--- src/rtl/clk_div_pkg.sv ---
// Shared definitions for the clock-enable scheduler: FSM encoding,
// default ratio width and requester indices.
package clk_div_pkg;

    localparam int CLK_DIV_W = 8;

    localparam int REQ0 = 0;
    localparam int REQ1 = 1;

    typedef enum logic {
        ST_IDLE = 1'b0,
        ST_PEND = 1'b1
    } state_e;

endpackage

--- src/rtl/clk_div_sched_rr_arb2.sv ---
// Two-way round-robin arbiter; the pointer selects the winner only on a tie.
module rr_arb2
    import clk_div_pkg::*;
(
    input  logic [1:0] valid,
    input  logic       ptr,
    output logic [1:0] grant
);

    always_comb begin
        grant = valid;
        if (valid == 2'b11) begin
            grant = ptr ? 2'b10 : 2'b01;
        end
    end

endmodule

--- src/rtl/clk_div_sched.sv ---
// Synchronous clock-enable divider with a runtime ratio that two requesters
// can change; new ratios take effect only at an enable-period boundary.
module clk_div_sched
    import clk_div_pkg::*;
#(
    parameter int DIV_W       = CLK_DIV_W,
    parameter int DEFAULT_DIV = 4
) (
    input  logic             clk,
    input  logic             reset,
    input  logic             req0_valid,
    input  logic [DIV_W-1:0] req0_div,
    output logic             req0_ready,
    input  logic             req1_valid,
    input  logic [DIV_W-1:0] req1_div,
    output logic             req1_ready,
    input  logic             stop,
    output logic             clk_en,
    output logic [DIV_W-1:0] cur_div,
    output logic             busy,
    output logic             change_done
);

    localparam logic [DIV_W-1:0] DEF_DIV = DIV_W'(DEFAULT_DIV);
    localparam logic [DIV_W-1:0] ONE     = DIV_W'(1);

    state_e           state_q, state_d;
    logic [DIV_W-1:0] cnt_q, cnt_d;
    logic [DIV_W-1:0] cur_div_q, cur_div_d;
    logic [DIV_W-1:0] pend_div_q, pend_div_d;
    logic             rr_ptr_q, rr_ptr_d;
    logic             change_done_q, change_done_d;
    logic [1:0]       grant;
    logic [DIV_W-1:0] grant_div;

    rr_arb2 u_arb (
        .valid ({req1_valid, req0_valid}),
        .ptr   (rr_ptr_q),
        .grant (grant)
    );

    // cur_div is never zero, so N-1 cannot wrap.
    assign clk_en      = !reset && !stop && (cnt_q == cur_div_q - ONE);
    assign cur_div     = cur_div_q;
    assign busy        = (state_q == ST_PEND);
    assign change_done = change_done_q;
    assign grant_div   = grant[REQ1] ? req1_div : req0_div;

    always_comb begin
        state_d       = state_q;
        cnt_d         = cnt_q;
        cur_div_d     = cur_div_q;
        pend_div_d    = pend_div_q;
        rr_ptr_d      = rr_ptr_q;
        change_done_d = 1'b0;
        req0_ready    = 1'b0;
        req1_ready    = 1'b0;

        if (!stop) begin
            cnt_d = clk_en ? '0 : cnt_q + ONE;
        end

        case (state_q)
            ST_IDLE: begin
                if (!reset && (grant != 2'b00)) begin
                    req0_ready = grant[REQ0];
                    req1_ready = grant[REQ1];
                    pend_div_d = (grant_div == '0) ? ONE : grant_div;
                    rr_ptr_d   = grant[REQ0];
                    state_d    = ST_PEND;
                end
            end
            ST_PEND: begin
                if (clk_en) begin
                    cur_div_d     = pend_div_q;
                    cnt_d         = '0;
                    change_done_d = 1'b1;
                    state_d       = ST_IDLE;
                end
            end
            default: state_d = ST_IDLE;
        endcase
    end

    always_ff @(posedge clk or posedge reset) begin
        if (reset) begin
            state_q       <= ST_IDLE;
            cnt_q         <= '0;
            cur_div_q     <= DEF_DIV;
            pend_div_q    <= '0;
            rr_ptr_q      <= 1'b0;
            change_done_q <= 1'b0;
        end else begin
            state_q       <= state_d;
            cnt_q         <= cnt_d;
            cur_div_q     <= cur_div_d;
            pend_div_q    <= pend_div_d;
            rr_ptr_q      <= rr_ptr_d;
            change_done_q <= change_done_d;
        end
    end

endmodule

--- config.mk ---
export PLATFORM = sky130hd
export DESIGN_NAME = clk_div_sched
export DESIGN_NICKNAME = d
export VERILOG_FILES = /design/src/rtl/clk_div_pkg.sv /design/src/rtl/clk_div_sched_rr_arb2.sv /design/src/rtl/clk_div_sched.sv
export SDC_FILE = /design/constraint.sdc
export NUM_CORES = 1
export LEC_CHECK = 0
export ABC_CLOCK_PERIOD_IN_PS = 2930
export CORE_MARGIN = 5
export CORE_UTILIZATION = 49
export DETAILED_ROUTE_END_ITERATION = 8
export PLACE_DENSITY = 0.79
export SLEW_MARGIN = 20
export SYNTH_ARGS = -nofsm -noshare
export SYNTH_HDL_FRONTEND = slang
export SYNTH_SLANG_ARGS = --single-unit
--- constraint.sdc ---
create_clock -name clk -period 2.93 [get_ports clk]
set_clock_uncertainty 0.2 [all_clocks]
set_input_delay 0.879 -clock clk [delete_from_list [all_inputs] [get_ports clk]]
set_output_delay 0.879 -clock clk [all_outputs]
set_load 0.05 [all_outputs]
# Word-level counts from Yosys, hierarchy flattened
# Cells that the tools add are included.
[op_classes]
addsub = 2
eq_ne = 2
n_bitwise = 1
mux = 17
reduce_logical = 9
[ops]
columns = ["operator", "count"]
rows = [
  ["$mux W8", 6],
  ["$add A8 B1 Y8 const B", 1],
  ["$eq A8 B8 Y1", 1],
  ["$logic_not A8 Y1", 1],
  ["$mux W1", 8],
  ["$sub A8 B1 Y8 const B", 1],
  ["$mux W2", 2],
  ["$reduce_and A2 Y1", 2],
  ["$logic_and A1 B1 Y1", 3],
  ["$eq A2 B2 Y1 const B", 1],
  ["$logic_not A1 Y1", 2],
  ["$pmux W1 S2", 1],
  ["$reduce_bool A2 Y1", 1],
  ["$not A1 Y1", 1],
]
[totals]
ff_bits = 27
out_inout_bits = 13
in_bits = 21

# Longest topological paths before layout
# Gate-level depths: netlist of run 1.
[logic_depth]
ltp_word = 7
mapped_depth = 7
depth_no_buf = 7

# By module
# From an unflattened synthesis of run 1, not the netlist that was laid out.
[hier_totals]
hier_cells = 154
hier_area_um2 = 1582.8
[by_module_without_submodules]
columns = ["mod", "area_each_um2", "n_inst", "seq_area_each_um2", "cells_per_inst"]
rows = [
  ["clk_div_sched", 1564.0, 1, 676.9, 151],
  ["rr_arb2", 18.8, 1, 0.0, 3],
]

# Worst setup path before layout of run 1
# OpenSTA, ideal clock, no wires.
[synth_path]
path_type = "register -> output"
from = "register cur_div_q[0], in the netlist cur_div[0]"
to = "output clk_en"
path_stages_with_launch = 7
t_arrival_ns = 2.895
slack_ns = -1.044
path_cell_list = "dfrtp_1 > inv_1 > ha_1 > nor2b_1 > or3_1 > a31o_2 > nor3_1"
[synth_via]
elab_chain_cells = 3
[synth_rtl]
columns = ["element", "line", "text"]
rows = [
  ["start, declared", "clk_div_sched.sv:29", "logic [DIV_W-1:0] cur_div_q, cur_div_d;"],
  ["start signal, assigned", "clk_div_sched.sv:96", "cur_div_q <= cur_div_d;"],
  ["$sub A8 B1 Y8", "clk_div_sched.sv:43", "assign clk_en = !reset && !stop && (cnt_q == cur_div_q - ONE);"],
  ["$eq A8 B8 Y1", "clk_div_sched.sv:43", ""],
  ["$logic_and A1 B1 Y1", "clk_div_sched.sv:43", ""],
  ["end, declared", "clk_div_sched.sv:18", "output logic clk_en,"],
]
# Every way passes these cells.

# Worst setup path in the final report of run 1
# Ends and elaborated chain as after synthesis.

==> results of run 1 <==
repair_timing:
item                                    in CTS  in global routing
pin swaps                                    7                  3
endpoints found under the setup margin       3                  3
cloned                                       0                  0
hold buffers                                 0                  0
buffers inserted                             4                  2
hold endpoints to repair                     0                  0
resized for setup                            8                  3
worst max path at each step:
stage                            from  endpoint  slack (ps)
3_3_place_gp                    reset    clk_en        -350
2_1_floorplan  cur_div[0]$_DFFE_PP0P_    clk_en         -90
5_1_grt        cur_div[4]$_DFFE_PP0P_    clk_en        -170
6_report       cur_div[0]$_DFFE_PP0P_    clk_en         -90
3_5_place_dp                    reset    clk_en        -340
4_1_cts        cur_div[0]$_DFFE_PP0P_    clk_en        -170
layer usage:
layer / part of all wire, % / up-vias
li1: - / 618
met1: 41 / 623
met2: 52 / 32
met3: 3.6 / 8
met4: 2.5 / 0
met5: 0 / -
per-stage QoR:
step / TNS [ps] / setup WS [ps]
finish: -86.0 / -86.0
global route: -211 / -173
CTS: -173 / -173
detailed placement: -1650 / -343
global placement: -1390 / -345
floorplan: -86.8 / -86.8
worst max-delay path, stage by stage, from the launching register on:
cell and delay (ps):
dfrtp_2 440, inv_2 70, ha_4 150, nor2b_2 50, or3_1 350, a31o_4 240, nor3_4 140, buf_12 160
power by group through the flow:
| stage | clock network (µW) | logic (µW) | registers, µW |
|---|---|---|---|
| 2_1_floorplan | 0 | 185 | 490 |
| 3_3_place_gp | 0 | 238 | 505 |
| 3_5_place_dp | 0 | 250 | 512 |
| 4_1_cts | 169 | 266 | 504 |
| 5_1_grt | 183 | 301 | 516 |
| 6_report | 164 | 268 | 505 |
cell usage after synthesis (all sizes together) (2+ instances only):
cell type  count
nand2          5
nor3           9
inv            5
and3           5
ha             2
nor4           5
nand3          3
nor2b          3
o21ai          3
clkbuf         2
nor2          23
xor2           9
o22ai          2
mux2i          7
dfrtp         26
mux2           8
a31oi          3
xnor2          6
a21oi         10
cells by family (layout without fill, tap and decap cells):
logic type,Yosys count,in the layout,synth area share [%]
simple gates,57,57,20.8
buf+inv,8,60,2.06
mux,15,15,11.0
fa+ha+maj,2,2,1.72
flops,27,27,46.5
compound gates,22,22,8.86
xor+xnor,15,15,9.03
layout by cell type, fill, tap and decap left out, types with 2 or more instances in the layout:
cell type | synthesis | final
nor4_4 | 1 | 2
nand3_1 | 3 | 3
mux2i_1 | 7 | 7
dfrtp_2 | 0 | 3
nor2b_1 | 2 | 2
dfrtp_1 | 26 | 23
nor3_1 | 9 | 6
buf_12 | 0 | 3
clkbuf_4 | 0 | 3
nor3_4 | 0 | 2
nand2_1 | 5 | 5
dlygate4sd2_1 | 0 | 4
xnor2_1 | 6 | 6
nor4_1 | 3 | 2
buf_4 | 0 | 18
inv_1 | 5 | 3
a21oi_1 | 10 | 10
clkdlybuf4s50_1 | 0 | 26
xor2_1 | 9 | 9
and3_1 | 4 | 3
a31oi_1 | 3 | 3
mux2_2 | 8 | 8
inv_2 | 0 | 2
o21ai_0 | 3 | 2
nor2_1 | 23 | 23
sequential cells by signal (all words and copies together) (netlist names):
| register | flops |
|---|---|
| busy | 1 |
| change_done | 1 |
| cnt_q | 8 |
| cur_div | 8 |
| pend_div_q | 8 |
| rr_ptr_q | 1 |
final cells by class:
type                       count  share of cell area, %
multi-input combinational    111                   39.8
sequential                    27                   32.5
timing repair buffer          51                   23.4
tap                           31                   1.85
clock buffer                   3                   1.08
inverter                       5                  0.897
clock inverter                 1                  0.359
==> impl_summary.txt, run 1 <==
----------------------------------------------------
[Layout]
  Relative area change from synthesis to final layout ... 43.8%
  Final instance area ... 2090 µm²
  Util after Layout ... between 70% and 80%
  Final non-filler cell total ... around 230
  Proportion of layout cells with a drive suffix above 1 ... between 20% and 30%
  Area taken by flip-flops and latches ... ~700 µm²
  Fill cell total of the finished layout ... about 210
  Antenna Diode Count ... 0
  Post-layout nets ... between 200 and 250
  Multi-input combinational cell area ... around 830 µm²

[Placed design]
  Routability congestion estimate from global placement ... 0.813
  Input/output buffers ... 33
  Placed cell count ... between 200 and 250
  Dpl cell area ... slightly below 2000 µm²
  HPWL after detailed placement ... 2630 µm

[Logic synthesis]
  Area share of the largest cell type after synthesis ... 44.7%
  FF+latch count, synth ... 27
  Count of synthesis-stage warnings from yosys ... 0
  Number of flops mapped to enable cells by yosys ... 0
  Synth async-reset ratio ... 100%
  Cells after Synth ... ~150
  Synth Net Count ... 169
  Number of distinct library cell variants in the gate-level netlist after synthesis ... 33
  Cell area after synthesis ... roughly 1500 µm²
  Per-instance average area after synthesis ... roughly 10 µm²
  Library cell occupying the most area in the post-synthesis netlist ... dfrtp_1
  Most instantiated flip-flop cell in the synthesis netlist ... dfrtp_1
  Register area share after synthesis ... a little under half
  Top area cells in the synthesized netlist ... dfrtp_1, mux2_2, nor2_1

[Detailed routing]
  Number of vias after detailed routing ... ~1300
  DRC viols ... 0
  Total length of routed wires ... between 3000 and 4000 µm
  TritonRoute pass-1 iters ... 4
  Iteration-0 DRC count of the detailed router ... 22
  Detail Route Antenna Nets ... 0
  Routed WL per cell ... between 15 and 20 µm
  Vias per cell ... roughly 5.6

[Power and ir drop]
  Sequential share of power ... a little over half
  Power density normalized to cell area ... around 450 nW/µm²
  Clock Power Share ... between 15 and 20%
  Internal power contribution ... slightly above 600 µW
  Power dissipated by switching net loads ... about 310 µW
  Leak ... just under 0.001 µW
  Comb power frac ... around 29%
  Net switching fraction of the power ... between 30% and 40%
  Largest voltage drop on the vdd net ... about 0.00026 V
  Power Total ... between 900 and 1000 µW

[Worst setup path]
  Kind of start point of the critical path ... flop
  Terminus of the critical flop-to-flop path ... cur_div[0]$_DFFE_PP0P_
  Critical path fanouts, max ... 5
  Critical path class ... flop to output port
  Worst endpoint required time ... 1850 ps
  Worst flop-to-flop path startpoint ... cur_div[0]$_DFFE_PP0P_
  Worst reg2reg path depth ... 9
  Crit path DAT ... 1940 ps
  Setup slack of the most critical reg-to-reg path ... 380 ps
  Endpoint type of the worst setup path ... output port

[Hold path]
  End of the worst hold path ... cur_div[2]$_DFFE_PP1P_
  Beginning of the worst hold path ... pend_div_q[2]$_DFFE_PP0P_
  Hold crit path type ... flop to flop
  Hold Crit Depth ... 1

[Clocking]
  Number of buffers created by CTS ... 3
  Number of buffers on the longest clock path ... 2
  Total number of clock tree sinks ... 27
  CTS tree ... done
  Clock latency on the worst-skew pair ... about 330 ps
  Master cell of the clock root buffer ... clkbuf_4
  Clock-pin slew reported for the worst setup and hold paths after clock tree synthesis ... 150 ps
  H-tree levels ... 1

[Floorplanning]
  Die boundary height ... 64.5 µm
  Row count ... 19
  Overall die area ... around 4200 µm²
  Die Wd ... roughly 64 µm
  Ports placed on the boundary ... 34
  Initial core utilization ... about half
  Area inside the core boundary ... roughly 2800 µm²

[Global routing]
  Met3 Resource Use GR ... under 10%
  Wire length of the first global-routing pass ... between 5000 and 6000 µm
  Most crowded layer after global routing ... met2
  Met2 Usage GRT ... 32.3%
  Largest net degree at the start of global routing ... 28
  Initial antenna violation count ... 0
  GRT overflow ... 0
  Met1 GRT Util ... 20.4%
  Number of global-route vias before repair ... 1369
  All-layer global routing usage ... 18.0%

[Timing]
  Least setup slack across all paths after layout ... -86.0 ps
  Fin. max-slew vios ... 0
  Min Tclk post-route ... between 3000 and 4000 ps
  Slew headroom ... 66.4%
  Slew @ Worst Pin ... 503 ps
  Final worst-path cycle share ... 103%
  Fmax ... about 330 MHz
  Count of final hold-check violations ... 0
  Final hold slack ... 332 ps
  Setup repair after global routing missed its margin ... yes
  Final Setup Violations ... 1

[Run]
  Max cap viols ... 0

[Status]
  Result of the run ... finished, violations left
  Violated checks ... setup timing

----------------------------------------------------
Note: power is estimated with default switching activity, not from simulation.
==> run 2, diff against run 1 <==
--- a/config.mk
+++ b/config.mk
@@ -6,10 +6,13 @@
 export NUM_CORES = 1
 export LEC_CHECK = 0
 export ABC_CLOCK_PERIOD_IN_PS = 2930
+export CELL_PAD_IN_SITES_DETAIL_PLACEMENT = 1
+export CELL_PAD_IN_SITES_GLOBAL_PLACEMENT = 1
 export CORE_MARGIN = 5
-export CORE_UTILIZATION = 49
+export CORE_UTILIZATION = 37
 export DETAILED_ROUTE_END_ITERATION = 8
-export PLACE_DENSITY = 0.79
+export PLACE_DENSITY_LB_ADDON = 0.1
+export SKIP_LAST_GASP = 1
 export SLEW_MARGIN = 20
 export SYNTH_ARGS = -nofsm -noshare
 export SYNTH_HDL_FRONTEND = slang
==> impl_summary.txt, run 2 (synthesized netlist as in run 1, its figures left out) <==
----------------------------------------------------
[Layout]
  Antenna Diode Count ... 0 (unchanged)
  Relative area change from synthesis to final layout ... 47.3%
  Most common cell after layout, fill and taps aside ... clkdlybuf4s50_1
  Final non-filler cell total ... 246 (+7.4%)
  Fill cell total of the finished layout ... 427 (+100%)
  Proportion of layout cells with a drive suffix above 1 ... 28.3% (+1.0 points)
  Highest-count cells in the layout ignoring fill and taps ... clkdlybuf4s50_1, nor2_1, dfrtp_1
  Post-layout nets ... 222 (unchanged)

[Detailed routing]
  TritonRoute pass-1 iters ... 4 (unchanged)
  Total length of routed wires ... 4150 µm (+20%)
  Detail Route Antenna Nets ... 0 (unchanged)
  Vias per cell ... 5.25 (-6.1%)
  Iteration-0 DRC count of the detailed router ... 46 (+110%)
  Number of vias after detailed routing ... 1292 (+0.86%)
  Routed WL per cell ... 16.9 µm (+12%)
  DRC viols ... 0 (unchanged)

[Placed design]
  Input/output buffers ... 33 (unchanged)
  Routability congestion estimate from global placement ... 0.854 (+5.0%)
  Placed cell count ... 236 (+7.8%)
  HPWL after detailed placement ... 3220 µm (+22%)

[Power and ir drop]
  Largest voltage drop on the vdd net ... 0.000308 V (+20%)
  Leak ... 0.000976 µW (+1.3%)
  Power density normalized to cell area ... 476 nW/µm² (+6.4%)
  Power Total ... 1020 µW (+9.0%)

[Timing]
  Fmax ... 333 MHz (+0.38%)
  Final worst-path cycle share ... 103% (-0.39 points)
  Fin. max-slew vios ... 0 (unchanged)
  Least setup slack across all paths after layout ... -74.5 ps (+11.5 ps)
  Min Tclk post-route ... 3000 ps (-11.5 ps)
  Setup repair after global routing missed its margin ... yes
  Slew headroom ... 65.9% (-0.49 points)
  Slew @ Worst Pin ... 510 ps (+7.38 ps)
  Final Setup Violations ... 1 (unchanged)
  Count of final hold-check violations ... 0 (unchanged)
  Final hold slack ... 320 ps (-12.1 ps)

[Worst setup path]
  Cell chain of the critical path ... inv_2, ha_4, nor2b_2, or3_1, a31o_4, nor3_4, buf_12
  Worst reg2reg path depth ... 8 (-1)
  Kind of start point of the critical path ... flop
  Critical path fanouts, max ... 5 (unchanged)
  Crit path DAT ... 1930 ps (about the same)
  Standard cell with the maximum stage delay on the critical path ... dfrtp_2
  Critical path class ... flop to output port
  Worst endpoint required time ... 1850 ps (about the same)
  Max incr delay on CP ... 430 ps (about the same)
  Endpoint type of the worst setup path ... output port

[Clocking]
  Clock-pin slew reported for the worst setup and hold paths after clock tree synthesis ... 100 ps (-50 ps)
  CTS tree ... done
  Master cell of the clock root buffer ... clkbuf_8
  Number of buffers on the longest clock path ... 2 (unchanged)
  Post-cts hold buffer count ... 0 (unchanged)
  H-tree levels ... 1 (unchanged)
  Clock latency on the worst-skew pair ... 280 ps (-50 ps)
  Number of buffers created by CTS ... 3 (unchanged)
  Total number of clock tree sinks ... 27 (unchanged)

[Global routing]
  Number of global-route vias before repair ... 1434 (+4.7%)
  GRT overflow ... 0 (unchanged)
  All-layer global routing usage ... 17.1% (-0.83 points)
  Wire length of the first global-routing pass ... 7090 µm (+20%)
  Initial antenna violation count ... 0 (unchanged)
  Largest net degree at the start of global routing ... 28 (unchanged)

[Status]
  Violated checks ... setup timing
  Result of the run ... finished, violations left

[Floorplanning]
  Row count ... 22 (+3)
  Area inside the core boundary ... 3740 µm² (+33%)
  Initial core utilization ... 38.9% (-13 points)
  Ports placed on the boundary ... 34 (unchanged)
  Overall die area ... 5290 µm² (+27%)
  Die Wd ... 72.7 µm (+13%)
  Die boundary height ... 72.7 µm (+13%)

[Hold path]
  Hold crit path type ... flop to flop
  Hold Crit Depth ... 1 (unchanged)

[Run]
  Max cap viols ... 0 (unchanged)

----------------------------------------------------
## run 2: changes by cell type in the layout (fill, tap and decap cells not counted)
cell and change:
nor3_2 +2, clkinvlp_4 -1, clkbuf_8 +3, clkbuf_4 -3, inv_6 +1, nor3_1 -2
## run 2: worst paths after layout
| path | start | endpoint | slack (ps) |
|---|---|---|---|
| max in group asynchronous | reset | cur_div[2]$_DFFE_PP1P_ | 1460 |
| setup / recovery | cur_div[1]$_DFFE_PP0P_ | clk_en | -70 |
| setup reg to reg | cur_div[3]$_DFFE_PP0P_ | cur_div[5]$_DFFE_PP0P_ | 300 |
| min in group asynchronous | reset | rr_ptr_q$_DFFE_PP0P_ | 770 |
| hold / removal | pend_div_q[6]$_DFFE_PP0P_ | cur_div[6]$_DFFE_PP0P_ | 320 |
| hold reg to reg | pend_div_q[6]$_DFFE_PP0P_ | cur_div[6]$_DFFE_PP0P_ | 320 |
## run 2: metal layers
metal | track usage (%) | routed length, µm | vias up
met5 | 0 | 0 | -
met4 | 4.10 | 45 | 0
met3 | 2.62 | 122 | 5
met2 | 30.9 | 2210 | 18
met1 | 21.3 | 1780 | 649
li1 | - | - | 620
## run 2: critical path: cells and delay by family (launching register included)
family	cells	cell delay [ps]
flip-flops	1	430
AND/OR/NAND/NOR	3	560
adder cells (fa/ha/maj)	1	170
buffers and inverters	2	230
AO/OA/AOI/OAI	1	250
## run 2: what timing repair did
item	in CTS	in global routing
buffers inserted	4	2
cloned	0	0
resized for setup	9	4
endpoints found under the setup margin	3	1
pin swaps	8	4
endpoints found under the hold margin	0	0
## run 2: per-stage QoR
step	instance area, µm²	utilization, %	TNS, ps	setup WS, ps
2_1_floorplan	1510	-	-86.8	-86.8
3_3_place_gp	2010	53.6	-837	-263
3_5_place_dp	2010	53.6	-1370	-316
4_1_cts	2110	56.3	-153	-153
5_1_grt	2140	57.3	-196	-173
6_report	2140	57.3	-74.5	-74.5
## run 2: area by class of cell
cell class                 count  area [µm²]  share of cell area, %
sequential                    27         681                   31.8
clock buffer                   3        41.3                   1.93
tap                           48        60.1                   2.80
timing repair buffer          51         490                   22.9
multi-input combinational    111         843                   39.3
inverter                       5        18.8                  0.876
clock inverter                 1        8.76                  0.409
## run 2: power by group
part | switching [µW] | internal, µW
sequential | 77.0 | 427
clock | 129 | 100
combinational | 134 | 153
